[config.mk]
export PLATFORM = sky130hd
export DESIGN_NAME = rx_deframer_flat
export DESIGN_NICKNAME = d
export VERILOG_FILES = /design/src/rtl/rx_deframer_if.sv /design/src/rtl/rx_deframer.sv /design/src/flat_wrapper.sv
export SDC_FILE = /design/constraint.sdc
export NUM_CORES = 1
export LEC_CHECK = 0
export CAP_MARGIN = 10
export CORE_MARGIN = 4
export CORE_UTILIZATION = 25
export DETAILED_ROUTE_END_ITERATION = 7
export GPL_TIMING_DRIVEN = 0
export PLACE_DENSITY = 0.41
export SYNTH_ARGS = -nofsm -noshare
export SYNTH_HDL_FRONTEND = slang
export SYNTH_SLANG_ARGS = --single-unit
[constraint.sdc]
create_clock -name netclk -period 3.93 [get_ports netclk]
set_input_delay 0.393 -clock netclk [delete_from_list [all_inputs] [get_ports netclk]]
set_output_delay 0.393 -clock netclk [all_outputs]
set_load 0.005 [all_outputs]
[src/rtl/rx_deframer_if.sv]
// Receive-side HDLC deframer bus: serial line in, payload bytes and
// end-of-frame status out.
interface rx_deframer_if;
  logic       rxdata;
  logic [7:0] data_out;
  logic       data_valid;
  logic       eop;
  logic       frame_ok;
  logic       frame_err;
  logic       abort_det;
  logic       in_frame;

  modport master (
    input  rxdata,
    output data_out,
    output data_valid,
    output eop,
    output frame_ok,
    output frame_err,
    output abort_det,
    output in_frame
  );

  modport slave (
    output rxdata,
    input  data_out,
    input  data_valid,
    input  eop,
    input  frame_ok,
    input  frame_err,
    input  abort_det,
    input  in_frame
  );
endinterface

[src/rtl/rx_deframer.sv]
// HDLC receive deframer: flag hunt, zero-bit removal, LSB-first octet
// assembly, CRC-CCITT check, abort detection and FCS stripping.
module rx_deframer #(
  parameter int          MAX_BYTES   = 1600,
  parameter logic [15:0] CRC_RESIDUE = 16'h1D0F
) (
  input  logic netclk,
  input  logic reset,
  rx_deframer_if.master bus
);

  localparam int BW = $clog2(MAX_BYTES + 1);

  typedef enum logic {HUNT, FRAME} state_t;

  state_t        state;
  logic [2:0]    ones;
  logic [2:0]    bitcnt;
  logic [BW-1:0] bytecnt;
  logic [7:0]    shreg;
  logic [7:0]    hold0;
  logic [7:0]    hold1;
  logic [1:0]    hcnt;
  logic [15:0]   lfsr;
  logic [7:0]    data_out;
  logic          data_valid;
  logic          eop;
  logic          frame_ok;
  logic          frame_err;
  logic          abort_det;

  logic          is_abort;
  logic          is_flag;
  logic          is_stuff;
  logic          good;
  logic [7:0]    octet;

  function automatic logic [15:0] crc8(
    input logic [15:0] c,
    input logic [7:0]  d
  );
    logic [15:0] r;
    logic        f;
    r = c;
    for (int i = 0; i < 8; i++) begin
      f = d[i] ^ r[15];
      r = {r[14:0], 1'b0} ^ ({16{f}} & 16'h1021);
    end
    return r;
  endfunction

  assign is_abort = bus.rxdata && (ones == 3'd6);
  assign is_flag  = !bus.rxdata && (ones == 3'd6);
  assign is_stuff = !bus.rxdata && (ones == 3'd5);
  assign octet    = {bus.rxdata, shreg[7:1]};
  assign good     = (bitcnt == 3'd7) && (bytecnt >= BW'(3))
                 && (lfsr == CRC_RESIDUE);

  always_ff @(posedge netclk) begin
    if (reset) begin
      state      <= HUNT;
      ones       <= 3'd0;
      bitcnt     <= 3'd0;
      bytecnt    <= '0;
      shreg      <= 8'd0;
      hold0      <= 8'd0;
      hold1      <= 8'd0;
      hcnt       <= 2'd0;
      lfsr       <= 16'hFFFF;
      data_out   <= 8'd0;
      data_valid <= 1'b0;
      eop        <= 1'b0;
      frame_ok   <= 1'b0;
      frame_err  <= 1'b0;
      abort_det  <= 1'b0;
    end else begin
      data_valid <= 1'b0;
      eop        <= 1'b0;
      frame_ok   <= 1'b0;
      frame_err  <= 1'b0;
      abort_det  <= 1'b0;
      if (!bus.rxdata)
        ones <= 3'd0;
      else if (ones != 3'd7)
        ones <= ones + 3'd1;
      unique case (state)
        HUNT: begin
          if (is_flag) begin
            state   <= FRAME;
            bitcnt  <= 3'd0;
            bytecnt <= '0;
            lfsr    <= 16'hFFFF;
            hcnt    <= 2'd0;
          end
        end
        FRAME: begin
          unique case (1'b1)
            is_abort: begin
              abort_det <= (bytecnt != '0);
              state     <= HUNT;
            end
            is_flag: begin
              if (bytecnt != '0) begin
                eop       <= 1'b1;
                frame_ok  <= good;
                frame_err <= !good;
              end
              bitcnt  <= 3'd0;
              bytecnt <= '0;
              lfsr    <= 16'hFFFF;
              hcnt    <= 2'd0;
            end
            is_stuff: begin
            end
            default: begin
              shreg  <= octet;
              bitcnt <= bitcnt + 3'd1;
              if (bitcnt == 3'd7) begin
                if (bytecnt == BW'(MAX_BYTES)) begin
                  eop       <= 1'b1;
                  frame_err <= 1'b1;
                  state     <= HUNT;
                end else begin
                  bytecnt <= bytecnt + BW'(1);
                  lfsr    <= crc8(lfsr, octet);
                  hold1   <= hold0;
                  hold0   <= octet;
                  // two octets held back so the FCS never leaves
                  if (hcnt == 2'd2) begin
                    data_out   <= hold1;
                    data_valid <= 1'b1;
                  end else begin
                    hcnt <= hcnt + 2'd1;
                  end
                end
              end
            end
          endcase
        end
      endcase
    end
  end

  assign bus.data_out   = data_out;
  assign bus.data_valid = data_valid;
  assign bus.eop        = eop;
  assign bus.frame_ok   = frame_ok;
  assign bus.frame_err  = frame_err;
  assign bus.abort_det  = abort_det;
  assign bus.in_frame   = (state == FRAME);

endmodule

[src/flat_wrapper.sv]
// flat-port wrapper written by rule: the top's interface ports become plain ports
module rx_deframer_flat 
#(
  parameter int          MAX_BYTES   = 1600,
  parameter logic [15:0] CRC_RESIDUE = 16'h1D0F
)
  (netclk, reset, bus_rxdata, bus_data_out, bus_data_valid, bus_eop, bus_frame_ok, bus_frame_err, bus_abort_det, bus_in_frame);
  rx_deframer_if bus_i ();
  input  logic netclk;
  input  logic reset;
  input wire logic [$bits(bus_i.rxdata)-1:0] bus_rxdata;
  output wire logic [$bits(bus_i.data_out)-1:0] bus_data_out;
  output wire logic [$bits(bus_i.data_valid)-1:0] bus_data_valid;
  output wire logic [$bits(bus_i.eop)-1:0] bus_eop;
  output wire logic [$bits(bus_i.frame_ok)-1:0] bus_frame_ok;
  output wire logic [$bits(bus_i.frame_err)-1:0] bus_frame_err;
  output wire logic [$bits(bus_i.abort_det)-1:0] bus_abort_det;
  output wire logic [$bits(bus_i.in_frame)-1:0] bus_in_frame;
  assign bus_i.rxdata = bus_rxdata;
  assign bus_data_out = bus_i.data_out;
  assign bus_data_valid = bus_i.data_valid;
  assign bus_eop = bus_i.eop;
  assign bus_frame_ok = bus_i.frame_ok;
  assign bus_frame_err = bus_i.frame_err;
  assign bus_abort_det = bus_i.abort_det;
  assign bus_in_frame = bus_i.in_frame;
  rx_deframer #(.MAX_BYTES(MAX_BYTES), .CRC_RESIDUE(CRC_RESIDUE)) u_core (.netclk(netclk), .reset(reset), .bus(bus_i));
endmodule
Yosys cells after proc, flatten, opt, wreduce, memory -nomap -nowiden --
Cells that the tools add are included.
Storage, ports and cells: ROM bits 0, memories kept 0, memory bits (writable) 0, logic and storage cells 109, output and inout bits 14, flip-flop bits (word level) 73, latch bits 0, input bits 3
Cells by class: reduce and logical (&&, ||, !) cells 22, $mul 0, div/mod/pow operators 0, bitwise operators 24, shift-type cells 0, $lt $le $gt $ge 1, equality and inequality tests 12, $add $sub $neg 4, multiplexer cells 31
Operators with widths (number):
- 16-bit by 13-bit bitwise XOR with 16-bit output | 8
- 16-bit case mux with 2 select lines | 2
- 16-bit two-way mux | 3
- 11-bit case mux with 2 select lines | 2
- 11-bit two-way mux | 3
- 16-bit by 13-bit equality test with 1-bit output (second input constant) | 1
- 3-bit != test (second input constant) | 4
- 3-bit case mux with 2 select lines | 2
- 11-bit by 1-bit adder with 11-bit output (second input constant) | 1
- 11-bit equality test (second input constant) | 1
- 11-bit by 2-bit greater-or-equal comparator with 1-bit output (second input constant) | 1
- 11-bit nonzero test | 1
- 5-bit AND reduction | 2
- 3-bit equality test (second input constant) | 3
- 1-bit two-way mux | 8
- 2-bit two-way mux | 4
- 1-bit NOT | 8
- 1-bit case mux with 2 select lines | 4
- 2-bit case mux with 2 select lines | 2
- 4-bit AND reduction | 2
- 2-bit OR reduction | 4
- 1-bit bitwise XOR | 8
- 7-bit OR reduction | 1
- 3-bit by 1-bit adder with 3-bit output (second input constant) | 2
- other kinds (10) | 17

Depth between registers and ports, before layout --
Gate-level depths: netlist of run 1.
depth in word-level cells 20, depth in mapped cells 9, gate-level depth less buffers 6

Worst setup path after synthesis of run 1 --
No wires, ideal clock.
path kind register -> register, start reg u_core.bytecnt[0], end reg u_core.hold1[0], clock period less this slack 1883 ps, cell stages (with the launch flop) 8, arrival 1811 ps, buffers on the path 1, data required time 3858 ps, path slack 2047 ps, library setup time 72 ps, cells stage by stage dfxtp_1 -> inv_1 -> ha_1 -> and4_4 -> a31o_4 -> nor3_4 -> buf_8 -> mux2i_1
Between the ends: longest elaborated chain between the ends 3
Ends and longest elaborated chain:
- from (decl) | line rx_deframer.sv:19 | logic [BW-1:0] bytecnt;
- from (signal assigned) | line rx_deframer.sv:124 | bytecnt <= bytecnt + BW'(1);
- 11-bit equality test | line rx_deframer.sv:119 | if (bytecnt == BW'(MAX_BYTES)) begin
- 1-bit NOT (no line)
- 4-bit AND reduction (no line)
- to (signal assigned) | line rx_deframer.sv:126 | hold1 <= hold0;
- to (decl) | line rx_deframer.sv:22 | logic [7:0] hold1;
Every way passes these cells. A chain may end at the register's enable or synchronous reset.

Worst setup path after layout of run 1 --
start reg u_core.ones[0], end reg u_core.lfsr[14]
Between the ends: longest elaborated chain between the ends 5, elaborated cells between the ends (all ways) 13, classes of those cells eq/ne (6); mux (2); reduce/logical (5)
Ends and longest elaborated chain:
- from (decl) | line rx_deframer.sv:17 | logic [2:0] ones;
- from (signal assigned) | line rx_deframer.sv:85 | ones <= ones + 3'd1;
- 3-bit equality test, on equally long branches | line rx_deframer.sv:54, rx_deframer.sv:52, rx_deframer.sv:53
- 1-bit logical AND, on equally long branches | line rx_deframer.sv:54, rx_deframer.sv:52
- 2-bit OR reduction (no line)
- 16-bit case mux with 2 select lines or 2-bit != test (tied branches)
- 16-bit case mux with 2 select lines or 4-bit AND reduction (tied branches)
- to (signal assigned) | line rx_deframer.sv:125 | lfsr <= crc8(lfsr, octet);
- to (decl) | line rx_deframer.sv:24 | logic [15:0] lfsr;
Several ways; a longest one is shown, not always the timed one.

==> results of run 1 <==
-- area by class of cell --
cell class                      instances  area [um^2]  area share [%]
Timing Repair Buffer                   15        150.1           3.667
Clock inverter                          7        55.05           1.345
Inverter                               15        56.30           1.375
Buffer                                 17        101.3           2.476
Multi-Input combinational cell        262         1844           45.05
Sequential cell                        72         1441           35.21
Tap cell                              176        220.2           5.379
Clock buffer                            9        225.2           5.501
-- metrics by stage --
| stage | cells | cell area, um^2 | setup WS [ns] | hold slack [ns] | utilization, % |
|---|---|---|---|---|---|
| after floorplan | 366 | 3443 | 2.047 | 0.4423 | - |
| after global placement | 557 | 3814 | 1.251 | 0.4461 | 28.57 |
| after detailed placement | 557 | 3814 | 1.239 | 0.4531 | 28.57 |
| after CTS | 573 | 4094 | 1.528 | 0.3946 | 30.67 |
| after global routing | 573 | 4094 | 1.368 | 0.4089 | 30.67 |
| final | 573 | 4094 | 1.566 | 0.4053 | 30.67 |
-- worst max-delay path, stage by stage (launching register included) --
cell	delay (ns)
dfxtp_1	0.40
inv_1	0.06
ha_1	0.19
buf_2	0.17
nand3_1	0.14
nand3_1	0.35
o31ai_4	0.52
buf_4	0.28
a2bb2oi_1	0.17
-- sequential cells by signal (all words and copies together) (netlist names) --
signal / flops
u_core.lfsr: 16
u_core.bytecnt: 11
u_core.bus.data_out: 8
u_core.hold0: 8
u_core.hold1: 8
u_core.shreg: 7
u_core.bitcnt: 3
u_core.ones: 3
u_core.hcnt: 2
u_core.bus.abort_det: 1
u_core.bus.data_valid: 1
u_core.bus.eop: 1
u_core.bus.frame_err: 1
u_core.bus.frame_ok: 1
u_core.bus.in_frame: 1
-- routing by layer --
metal / global-route usage, % / up-vias
met3: 3.198 / 12
met1: 15.79 / 1289
met4: 4.783 / 0
li1: - / 1364
met2: 17.53 / 54
met5: 0 / -
-- Yosys cell counts, drive strengths merged, types with 3 or more instances --
master	count	area share (%)
a21oi	13	1.9
a2bb2oi	5	1.3
and4	4	1.1
buf	8	1.9
clkbuf	9	1.0
dfxtp	72	42
ha	9	3.3
inv	15	1.6
mux2i	35	10
nand2	45	4.9
nand3	17	2.5
nand4	8	1.9
nor2	30	3.3
nor2b	4	0.73
nor3	6	1.2
nor4	3	1.2
o211ai	6	1.3
o21ai	11	1.7
o221ai	3	0.76
o22a	3	0.76
o2bb2ai	4	1.0
xnor2	19	4.8
xor2	6	1.5
-- path summary, 6_finish.rpt --
kind,to,slack [ns],cells after the start
worst max-delay path,u_core.lfsr[14]$_SDFFE_PP1P_,1.57,8
worst min-delay path,u_core.shreg[7]$_SDFFE_PP0P_,0.41,3
worst max register to register,u_core.lfsr[14]$_SDFFE_PP1P_,1.57,8
worst min register to register,u_core.bus.data_out[6]$_SDFFE_PP0P_,0.46,2
-- power breakdown --
part / total [mW] / switching, mW / internal (mW) / leakage [nW]
combinational: 0.0413 / 0.0274 / 0.0139 / 0.718
sequential: 0.735 / 0.00367 / 0.732 / 0.581
clock: 0.771 / 0.338 / 0.433 / 0.133
-- placed cells by master, fill, tap and decap left out, types with 2 or more instances in the layout --
cell             netlist  routed
a311o_1                2       2
a221oi_1               2       2
o2bb2ai_1              4       4
a21oi_1               13      13
ha_1                   9       9
clkbuf_1               8       8
clkdlybuf4s50_1        0      15
o21a_1                 2       2
or3_1                  2       2
o22a_1                 3       3
a2bb2oi_1              5       5
buf_4                  4       4
nor3_1                 5       5
o21ai_0                9       9
a32oi_1                2       2
nand2_1               45      45
xnor2_1               19      19
o221ai_1               3       3
o211ai_1               6       6
dfxtp_1               72      72
clkinvlp_4             0       2
xor2_1                 6       6
nor2_1                30      30
nand3_1               17      17
nor2b_1                4       4
buf_2                  2       2
inv_1                 15      15
nand4_1                7       7
clkbuf_16              0       9
and3_1                 2       2
a2111o_1               2       2
mux2i_1               35      35
and4_1                 3       3
inv_6                  0       3
-- logic make-up after synthesis --
| logic type | Yosys count |
|---|---|
| xor gates and xnor gates | 25 |
| buffers and inverters | 32 |
| DFF | 72 |
| adders and majority gates | 9 |
| and+or+nand+nor | 130 |
| AOI/OAI and AO/OA | 63 |
| muxes | 35 |
==> metrics.md, run 1 <==
| Metric | Value |
|---|---|
| Total length of routed wires | 8671 um |
| Initial core utilization | 25.80% |
| Post-synthesis register bit count | 72 |
| Gr ovfl total | 0 |
| Post-synthesis net count | 378 |
| Worst-Margin Slew | 0.9248 ns |
| Post-CTS Setup Repair Bufs | 0 |
| Period Utilization, post-route | 60.15% |
| FF-to-FF Start | u_core.ones[0]$_SDFFE_PP0P_ |
| Mux cell area share after synthesis | 10.17% |
| Synth warn | 0 |
| Dpl hpwl | 6326 um |
| Reg clk slew, reported paths | 0.06 ns |
| CTS Hold Bufs | 0 |
| Final total power | 1.548 mW |
| Status | finished clean |
| Top routing layer in use | met4 |
| Clock root buffer | clkbuf_16 |
| Vias in the first global route | 2690 |
| Placer congestion estimate | 0.7607 |
| First-pass detailed-route iteration total | 4 |
| Pwr dens | 378.1 nW/um^2 |
| Top_reg_cell synth | dfxtp_1 |
| Setup Viol. Count Final | 0 |
| Layout cells sized above 1 | 8.564% |
| Final-layout fill cell count | 1402 |
| Post_cts resized | 0 |
| Min-Delay Path Class | input pin to flip-flop |
| Mean Syn Cell Area | 9.408 um^2 |
| Slew HR | 37.93% |
| Post-route DRC | 0 |
| Initial DRC Count | 151 |
| Final Skew | 0.01067 ns |
| # nets final | 404 |
| Max Fclk | 0.4230 GHz |
| Met2 Routed Length | 3881 um |
| Synth cell types | 58 |
| First-pass GRT wire length | 14640 um |
| CTS Buffer Depth | 2 |
| CTS sink count | 72 |
| Routed wl met3 | 356 um |
| # Max-Cap Violations | 0 |
| Startpoint types | flip-flop |
| Worst hold start | bus_rxdata |
| Simple-gate share of the synthesized area | 19.84% |
| Post-synth ARST share | 0% |
| Port Buffers | 15 |
| Synth Area in XOR/XNOR | 6.359% |
| CTS tree | yes |
| DIE HEIGHT | 125.4 um |
| Final hold vios | 0 |
| LEAKAGE | 1.432 nW |
| Mapped Area | 3443 um^2 |
| Area growth syn-to-layout | 18.90% |
| TritonCTS buffer count | 9 |
| RSZ-0062 raised after global routing | false |
| Final ANT Viol Nets | 0 |
| GRT Resource Usage Total | 11.66% |
| Compound-cell area share of the yosys netlist | 13.92% |
| TNS Setup | 0 ns |
| Routed length per instance | 15.13 um |
| Core region area | 13350 um^2 |
| Number of diodes | 0 |
| Worst-skew pair later-pin latency | 0.34 ns |
| Post-Syn Instances | 366 |
| CP Max Fanout | 10 |
| Endpoint type of the worst setup path | flip-flop |
| Post-Synth Adder-Cell Area | 3.270% |
| H-Tree Depth | 3 |
| CP required | 4.20 ns |
| Critical Path AT | 2.63 ns |
| Die area | 15720 um^2 |
| Maximum VDD drop | 0.1756 mV |
| Die span in x | 125.4 um |
| Worst setup path class | flip-flop to flip-flop |
| FP Rows | 42 |
| WL met1 | 4319 um |
| Max-slew violation count | 0 |
| Vias | 2719 |
| Launch point of the worst path | u_core.ones[0]$_SDFFE_PP0P_ |
| Initial antenna violation count | 0 |
| Largest family of logic cells by synthesized area | simple AND/OR/NAND/NOR gates |
| Routed vias/inst | 4.745 |
| Crit path time final | 2.364 ns |
| Post-synth EDFFs | 0 |
| Largest net degree at the start of global routing | 15 |
| I/O pin cnt | 17 |
| Post-synthesis sequential area ratio | 41.86% |
No activity file was read; power rests on OpenSTA's default activity.
==> run 2, diff against run 1 <==
==> constraint.sdc (replaced) <==
create_clock -name netclk -period 2.21 [get_ports netclk]
set_input_delay 0.221 -clock netclk [delete_from_list [all_inputs] [get_ports netclk]]
set_output_delay 0.221 -clock netclk [all_outputs]
set_load 0.005 [all_outputs]
==> run 2 against run 1 <==
  * Core utilization up 0.55 points
  * Power up 79%
  * Combinational power up 88%
  * Sequential power up 78%
  * Hold slack worse by 0.18 ns
  * Via count about the same
  * Flip-flop and latch count unchanged
  * First-iteration DRC count down 11%
==> metrics.md, run 2 (same netlist as run 1, synthesis figures left out) <==
| Metric | Value |
|---|---|
| CTS sink count | 72 (unchanged) |
| Reg2Reg Depth | 8 (unchanged) |
| Final non-filler cell total | 579 (+1.0%) |
| Min-Delay Path Class | input pin to flip-flop |
| Routed vias/inst | 4.693 (-1.1%) |
| Final hold vios | 0 (unchanged) |
| Die span in x | 125.4 um (unchanged) |
| Most common cell after layout, fill and taps aside | dfxtp_1 |
| FF-to-FF Start | u_core.ones[0]$_SDFFE_PP0P_ |
| Largest register FFs | 16 (unchanged) |
| Worst-skew pair later-pin latency | 0.34 ns (about the same) |
| Worst-Margin Slew | 0.5741 ns (-0.3507 ns) |
| Crit path buf inv count | 3 (unchanged) |
| Initial DRC Count | 134 (-11%) |
| Slew HR | 61.59% (+24 points) |
| Setup Viol. Count Final | 0 (unchanged) |
| Crit path cell chain | inv_1 -> ha_1 -> buf_2 -> and3b_1 -> buf_2 -> nor2_1 -> o311ai_0 -> o221ai_1 |
| Hold endpoint | u_core.shreg[7]$_SDFFE_PP0P_ |
| Dpl cells | 557 (unchanged) |
| Pwr dens | 663.3 nW/um^2 (+75%) |
| Routed length per instance | 15.35 um (+1.5%) |
| CP required | 2.47 ns (-1.73 ns) |
| Reg clk slew, reported paths | 0.06 ns (about the same) |
| RSZ-0062 raised after global routing | false |
| Layout cells sized above 1 | 11.41% (+2.9 points) |
| Max-slew violation count | 0 (unchanged) |
| # nets final | 410 (+1.5%) |
| Fin worst setup slack | 0.1329 ns (-1.433 ns) |
| DIE HEIGHT | 125.4 um (unchanged) |
| Gr ovfl total | 0 (unchanged) |
| CTS Hold Bufs | 0 (unchanged) |
| Largest net degree at the start of global routing | 15 (unchanged) |
| Critical Path AT | 2.34 ns (-0.29 ns) |
| Worst setup path class | flip-flop to flip-flop |
| Hold Path Depth | 3 (unchanged) |
| Worst hold start | bus_rxdata |
| Final Util | 31.22% (+0.55 points) |
| Port Buffers | 15 (unchanged) |
| CTS Buffer Depth | 2 (unchanged) |
| Post-route DRC | 0 (unchanged) |
| H-Tree Depth | 3 (unchanged) |
| Place WS | -0.3086 ns (-1.548 ns) |
| Maximum VDD drop | 0.3232 mV (+84%) |
| Dpl hpwl | 6326 um (unchanged) |
| Largest regs | u_core.lfsr (16), u_core.bytecnt (11) |
| LEAKAGE | 1.468 nW (+2.5%) |
| Placer congestion estimate | 0.7607 (unchanged) |
| Total length of routed wires | 8890 um (+2.5%) |
| Startpoint types | flip-flop |
| CTS tree | yes |
| R2R Setup Slk | 0.13 ns (-1.43 ns) |
| Area growth syn-to-layout | 21.04% |
| Vias in the first global route | 2723 (+1.2%) |
| TritonCTS buffer count | 9 (unchanged) |
| # Max-Cap Violations | 0 (unchanged) |
| Register Area | 1441 um^2 (unchanged) |
| Clock root buffer | clkbuf_16 |
| Largest Register | u_core.lfsr |
| Final ANT Viol Nets | 0 (unchanged) |
| Die area | 15720 um^2 (unchanged) |
| GRT Resource Usage Total | 11.77% (+0.11 points) |
| Area of the multi-input gates | 1871 um^2 (+1.4%) |
| Final-layout fill cell count | 1391 (-0.78%) |
| Max Fclk | 0.4814 GHz (+14%) |
| First-pass GRT wire length | 14810 um (+1.2%) |
| Vias | 2717 (-0.074%) |
| Status | finished clean |
| Initial antenna violation count | 0 (unchanged) |
| CP max stage delay | 0.47 ns (-0.05 ns) |
| FP Rows | 42 (unchanged) |
| Gate family responsible for the most delay along the worst path | simple AND/OR/NAND/NOR gates |
| Endpoint type of the worst setup path | flip-flop |
| I/O pin cnt | 17 (unchanged) |
| CP Max Fanout | 8 (-2) |
| Top cell by count, worst path | buf_2 |
| Crit path time final | 2.077 ns (-0.2867 ns) |
| Final Skew | 0.007260 ns (-0.003407 ns) |
| Worst R2R End | u_core.bytecnt[10]$_SDFFE_PP0P_ |
| Period Utilization, post-route | 93.99% (+34 points) |
| CP max-delay cell | nor2_1 |
| First-pass detailed-route iteration total | 4 (unchanged) |
| Initial core utilization | 25.80% (unchanged) |
| TNS Setup | 0 ns (unchanged) |
| Core region area | 13350 um^2 (unchanged) |
| Commonest non-fill, non-tap cells in the layout | 72 x dfxtp_1, 45 x nand2_1, 35 x mux2i_1, 30 x nor2_1, 19 x xnor2_1 |
| Number of diodes | 0 (unchanged) |
run 2: changes by cell type in the layout (fill, tap and decap cells not counted), sizes merged:
cell,before,now
clkbuf,18,17
buf,8,15
run 2: worst max-delay path by stage:
stage,from,end,depth (start not counted)
6_report,u_core.ones[0]$_SDFFE_PP0P_,u_core.bytecnt[10]$_SDFFE_PP0P_,8
5_1_grt,u_core.ones[0]$_SDFFE_PP0P_,u_core.bytecnt[4]$_SDFFE_PP0P_,8
4_1_cts,reset,u_core.bytecnt[4]$_SDFFE_PP0P_,7
3_5_place_dp,reset,u_core.bytecnt[4]$_SDFFE_PP0P_,7
3_3_place_gp,reset,u_core.bus.data_out[7]$_SDFFE_PP0P_,7
2_1_floorplan,u_core.bytecnt[0]$_SDFFE_PP0P_,u_core.hold1[6]$_SDFFE_PP0P_,7
run 2: routing by layer:
metal | share of wire, % | track usage [%] | up-vias
met5 | 0 | 0 | -
met1 | 50 | 15.92 | 1289
met4 | 2.0 | 4.528 | 0
met2 | 44 | 17.59 | 38
met3 | 3.6 | 3.582 | 14
li1 | - | - | 1376
run 2: worst register-to-register path: cells and delay by family (launching register included):
family / cells / cell delay [ns]
AO/OA/AOI/OAI: 2 / 0.36
flip-flops: 1 / 0.40
buffers and inverters: 3 / 0.41
adder cells (fa/ha/maj): 1 / 0.19
AND/OR/NAND/NOR: 2 / 0.64
run 2: per-stage QoR:
step	hold WS (ns)	area (um^2)	total power, mW
2_1_floorplan	0.4135	3443	1.386
3_3_place_gp	0.4461	3814	1.412
3_5_place_dp	0.4531	3814	1.411
4_1_cts	0.2226	4110	2.810
5_1_grt	0.2406	4168	2.879
6_report	0.2275	4168	2.765
run 2: cell type report:
type                       instances  area share (%)
buffer                            17           2.492
inverter                          15           1.351
tap                              176           5.284
sequential                        72           34.58
timing repair buffer              21           4.683
clock buffer                       9           5.404
clock inverter                     7           1.321
multi-input combinational        262           44.88
run 2: repair_timing:
action	4_1_cts	5_1_grt
gates cloned	0	0
setup endpoints to repair	19	38
resized for setup	2	8
pin swaps	1	1
setup buffers	1	5
run 2: power by group:
part / internal, mW / switching, mW
registers: 1.30 / 0.00649
logic: 0.0264 / 0.0513
clock network: 0.771 / 0.609
==> patch 1 (config.mk and constraints of run 2) <==
`MAX_BYTES` is set to 1600 in 2 places; all go to 3200.
--- a/src/rtl/rx_deframer.sv
+++ b/src/rtl/rx_deframer.sv
@@ -3,3 +3,3 @@
 module rx_deframer #(
-  parameter int          MAX_BYTES   = 1600,
+  parameter int          MAX_BYTES   = 3200,
   parameter logic [15:0] CRC_RESIDUE = 16'h1D0F
--- a/src/flat_wrapper.sv
+++ b/src/flat_wrapper.sv
@@ -3,3 +3,3 @@
 #(
-  parameter int          MAX_BYTES   = 1600,
+  parameter int          MAX_BYTES   = 3200,
   parameter logic [15:0] CRC_RESIDUE = 16'h1D0F
Formal check against the unedited RTL: same outputs for any inputs over 10 cycles, from zero or initial values and one cycle with reset high; that may be too few to reach the edited logic, so the function may still have changed.
==> patch 1 against run 2 <==
- sequential cell count grew 1
- first-iteration DRC count grew 50%
- cell area grew 7.5%
- setup slack lost 0.078 ns
- sequential share of layout area shrank 1.9 points
- cell count grew 7.6%
- routed wire length grew 26%
- synthesized area grew 3.5%
- highest routed layer unchanged
- fmax shrank 3.6%
- total power grew 11%
- largest cell class unchanged
==> patch 1: results (changes against run 2) <==
Status:
- The run finished with clean final reports.

Worst setup path:
- The cell family with the largest share of critical-path delay is compound AO/OA/AOI/OAI gates.
- The slowest stage of the critical path belongs to the cell sky130_fd_sc_hd__a2111oi_1.
- The top fanout value on the critical path is 10 (+2).
- The minimum setup slack among reg-to-reg paths was 0.06 ns (-0.08 ns).

Final layout:
- The count of non-CTS inverters in the layout is 13 (-2).
- The number of multi-input combinational cells is 291 (+11%).
- The fraction of cell area in non-clock buffers came to 7.737% (+0.56 points).
- The count of filler cells inserted in the layout came to 1483 (+6.6%).
- The multi-input combinational cell area was 2051 um^2 (+9.6%).
- The number of signal-net buffers in the layout came to 50 (+32%).
- The clock network area share is 7.682% (+0.96 points).
- The clock buffer count was 10 (+1).
- The post-layout instance area came to 4479 um^2 (+7.5%).

Yosys:
- The synthesized-area fraction occupied by ao, oa, aoi and oai cells is 23.53% (+9.6 points).
- The count of distinct cell types in the synthesized netlist is 57 (-1.7%).
- The multiplexer area fraction after synthesis was 1.404% (-8.8 points).
- The synthesized-area fraction occupied by adder cells is 3.160% (-0.11 points).
- The share of synthesized area occupied by flip-flops and latches is 41.01% (-0.85 points).
- After synthesis, the cell types taking the most area are sky130_fd_sc_hd__dfxtp_1 41%, sky130_fd_sc_hd__a21oi_1 5.2%, sky130_fd_sc_hd__xnor2_1 4.4%, sky130_fd_sc_hd__o21ai_0 3.8%, sky130_fd_sc_hd__nand3_1 3.4%.
- The post-synthesis net count is 423 (+12%).

Placement:
- The routability-driven placement congestion ratio is 0.8522 (+12%).
- The placed standard-cell area is 3929 um^2 (+3.0%).
- The placed instance count is 605 (+8.6%).

Power:
- The share of power burned in registers is 43.1% (-4.2 points).
- The total clock network power was 1.69 mW (+22%).

CTS:
- The clock net sink count was 73 (+1.4%).

Global routing:
- The maximum number of pins on one net before global-route repair is 14 (-1).
- The met1 usage in global routing is 19.37% (+3.4 points).
- The total routing resource utilization after global routing is 14.11% (+2.3 points).

Route:
- The number of vias per cell came to 5.257 (+12%).
- The routed length on met1 is 5.384 mm (+20%).

Die:
- The area of the core is 13930 um^2 (+4.4%).
## patch 1: changes by cell type in the layout (fill, tap and decap cells not counted), sizes merged, moves of 14 or more
| cell | change |
|---|---|
| a21oi | +25 |
| clkbuf | +17 |
| mux2i | -30 |
| o21ai | +16 |
| nor2 | -14 |
| nand2 | -15 |
## patch 1: what timing repair did
item / in CTS / in global routing
endpoints found under the setup margin: 67 / 47
pin swaps: 2 / 0
buffers inserted: 4 / 0
resized for setup: 35 / 29
hold buffers: 0 / 0
## patch 1: cell families after synthesis
group,Yosys count
AOI/OAI and AO/OA,127
muxes,5
DFF,73
and+or+nand+nor,125
buffers and inverters,47
xor gates and xnor gates,25
adders and majority gates,9
## patch 1: worst max path at each step
| stage | from | endpoint | slack (ns) | cells past startpoint |
|---|---|---|---|---|
| 2_1_floorplan | u_core.ones[0]$_SDFFE_PP0P_ | u_core.bus.data_out[0]$_SDFFE_PP0P_ | 0.04 | 9 |
| 3_3_place_gp | u_core.ones[0]$_SDFFE_PP0P_ | u_core.bus.data_out[0]$_SDFFE_PP0P_ | -0.63 | 8 |
| 3_5_place_dp | u_core.ones[0]$_SDFFE_PP0P_ | u_core.bus.data_out[0]$_SDFFE_PP0P_ | -0.64 | 8 |
| 4_1_cts | u_core.ones[0]$_SDFFE_PP0P_ | u_core.lfsr[0]$_SDFFE_PP1P_ | 0.009 | 7 |
| 5_1_grt | u_core.ones[0]$_SDFFE_PP0P_ | u_core.bus.data_out[1]$_SDFFE_PP0P_ | -0.009 | 8 |
| 6_report | u_core.ones[0]$_SDFFE_PP0P_ | u_core.lfsr[0]$_SDFFE_PP1P_ | 0.06 | 7 |
==> patch 2 (flow settings as in run 2) <==
Without the edit above. Reset style: asynchronous (`reset`), changed in one clocked block.
--- a/src/rtl/rx_deframer.sv
+++ b/src/rtl/rx_deframer.sv
@@ -58,3 +58,3 @@
 
-  always_ff @(posedge netclk) begin
+  always_ff @(posedge netclk or posedge reset) begin
     if (reset) begin
Check against the original RTL: differs if reset is asserted again (counterexample within 10 cycles, from zero or initial values and one cycle with reset high); with reset held inactive, the same outputs for 10 cycles.
==> patch 2 against run 2 <==
- fmax fell by 2.3%
- utilization rose by 0.35 points
- non-clock buffer count decreased by 6
- synthesized area up 5.1%
- via count decreased by 15%
- cell area increased by 6.4%
- critical endpoint is now u_core.hold1[4]$_DFFE_PP0P_
- count of clock-buffer cells in the layout increased by 1
- sequential cell count unchanged
- largest cell class is now registers
- setup slack got worse by 0.048 ns
- routed wire length is 14% lower
Power is not compared: it rests on default switching activity, and its combinational part moved more than twofold at a synthesized area within 25%.
==> patch 2: results (changes against run 2) <==
Worst setup path:
- The slowest stage of the critical path belongs to the cell sky130_fd_sc_hd__or4_4.
- The worst reg-to-reg path cell count came to 4 (-4).

Route:
- The starting DRC count in detailed routing was 150 (+12%).
- The routed length on met1 is 3.908 mm (-13%).
- The wire length on met3 is 162 um (-50%).
- The via count is 2316 (-15%).

Yosys:
- The xor and xnor area share after synthesis is 7.783% (+1.4 points).
- The netlist area before placement was 3617 um^2 (+5.1%).
- The synthesized-area fraction occupied by ao, oa, aoi and oai cells is 11.03% (-2.9 points).
- The post-synthesis net count was 305 (-19%).
- In the synthesized netlist, the cells that appear most often are 56 x sky130_fd_sc_hd__dfrtp_1, 25 x sky130_fd_sc_hd__mux2_2, 18 x sky130_fd_sc_hd__nand2_1, 16 x sky130_fd_sc_hd__dfstp_2, 15 x sky130_fd_sc_hd__xnor2_1.
- The count of distinct cell types in the synthesized netlist is 54 (-6.9%).

Final layout:
- The multi-input combinational cell area is 1725 um^2 (-7.8%).
- The share of cell area taken by flip-flops and latches is 41.11% (+6.5 points).
- The number of signal-net buffers in the layout is 32 (-16%).
- The clock buffer count is 10 (+1).
- The count of filler cells inserted in the layout was 1413 (+1.6%).
- The fraction of cell area in non-clock buffers is 6.264% (-0.91 points).
- The post-synthesis to final-layout area growth is 22.59%.
- The number of nets in the finished design came to 336 (-18%).

Status:
- The run finished with clean final reports.

Power:
- The overall power is 6.590 mW.

Placement:
- The routability-driven placement congestion ratio is 0.7476 (-1.7%).
- The half-perimeter wire length of the detailed placement result was 5.381 mm (-15%).
- The total of buffers placed on input and output ports was 16 (+1).

Global routing:
- The met3 demand-to-capacity share in global routing is 1.625% (-2.0 points).
- The total routing resource utilization after global routing came to 9.976% (-1.8 points).

STA:
- The relative max-transition margin is 59.27% (-2.3 points).
-- patch 2: cell count changes in the layout (fill, tap and decap cells not counted), moves of 6 or more --
cell and change:
sky130_fd_sc_hd__dfxtp_1 -72, sky130_fd_sc_hd__dfrtp_1 +55, sky130_fd_sc_hd__mux2i_1 -28, sky130_fd_sc_hd__nand2_1 -27, sky130_fd_sc_hd__mux2_2 +25, sky130_fd_sc_hd__nor2_1 -24, sky130_fd_sc_hd__dfstp_2 +16, sky130_fd_sc_hd__nand3_1 -11
sky130_fd_sc_hd__a21oi_1 -9, sky130_fd_sc_hd__a2bb2oi_1 +9, sky130_fd_sc_hd__mux2_1 +6, sky130_fd_sc_hd__o211ai_1 -6
-- patch 2: metrics by stage --
step	util [%]	hold WS [ns]	worst slack, ns
after detailed placement	28.72	0.4806	-0.3490
after global routing	31.58	0.2903	-0.03155
after floorplan	-	0.4226	0.1088
after global placement	28.50	0.4686	-1.287
final	31.58	0.2344	0.08448
after CTS	31.13	0.2437	0.003781
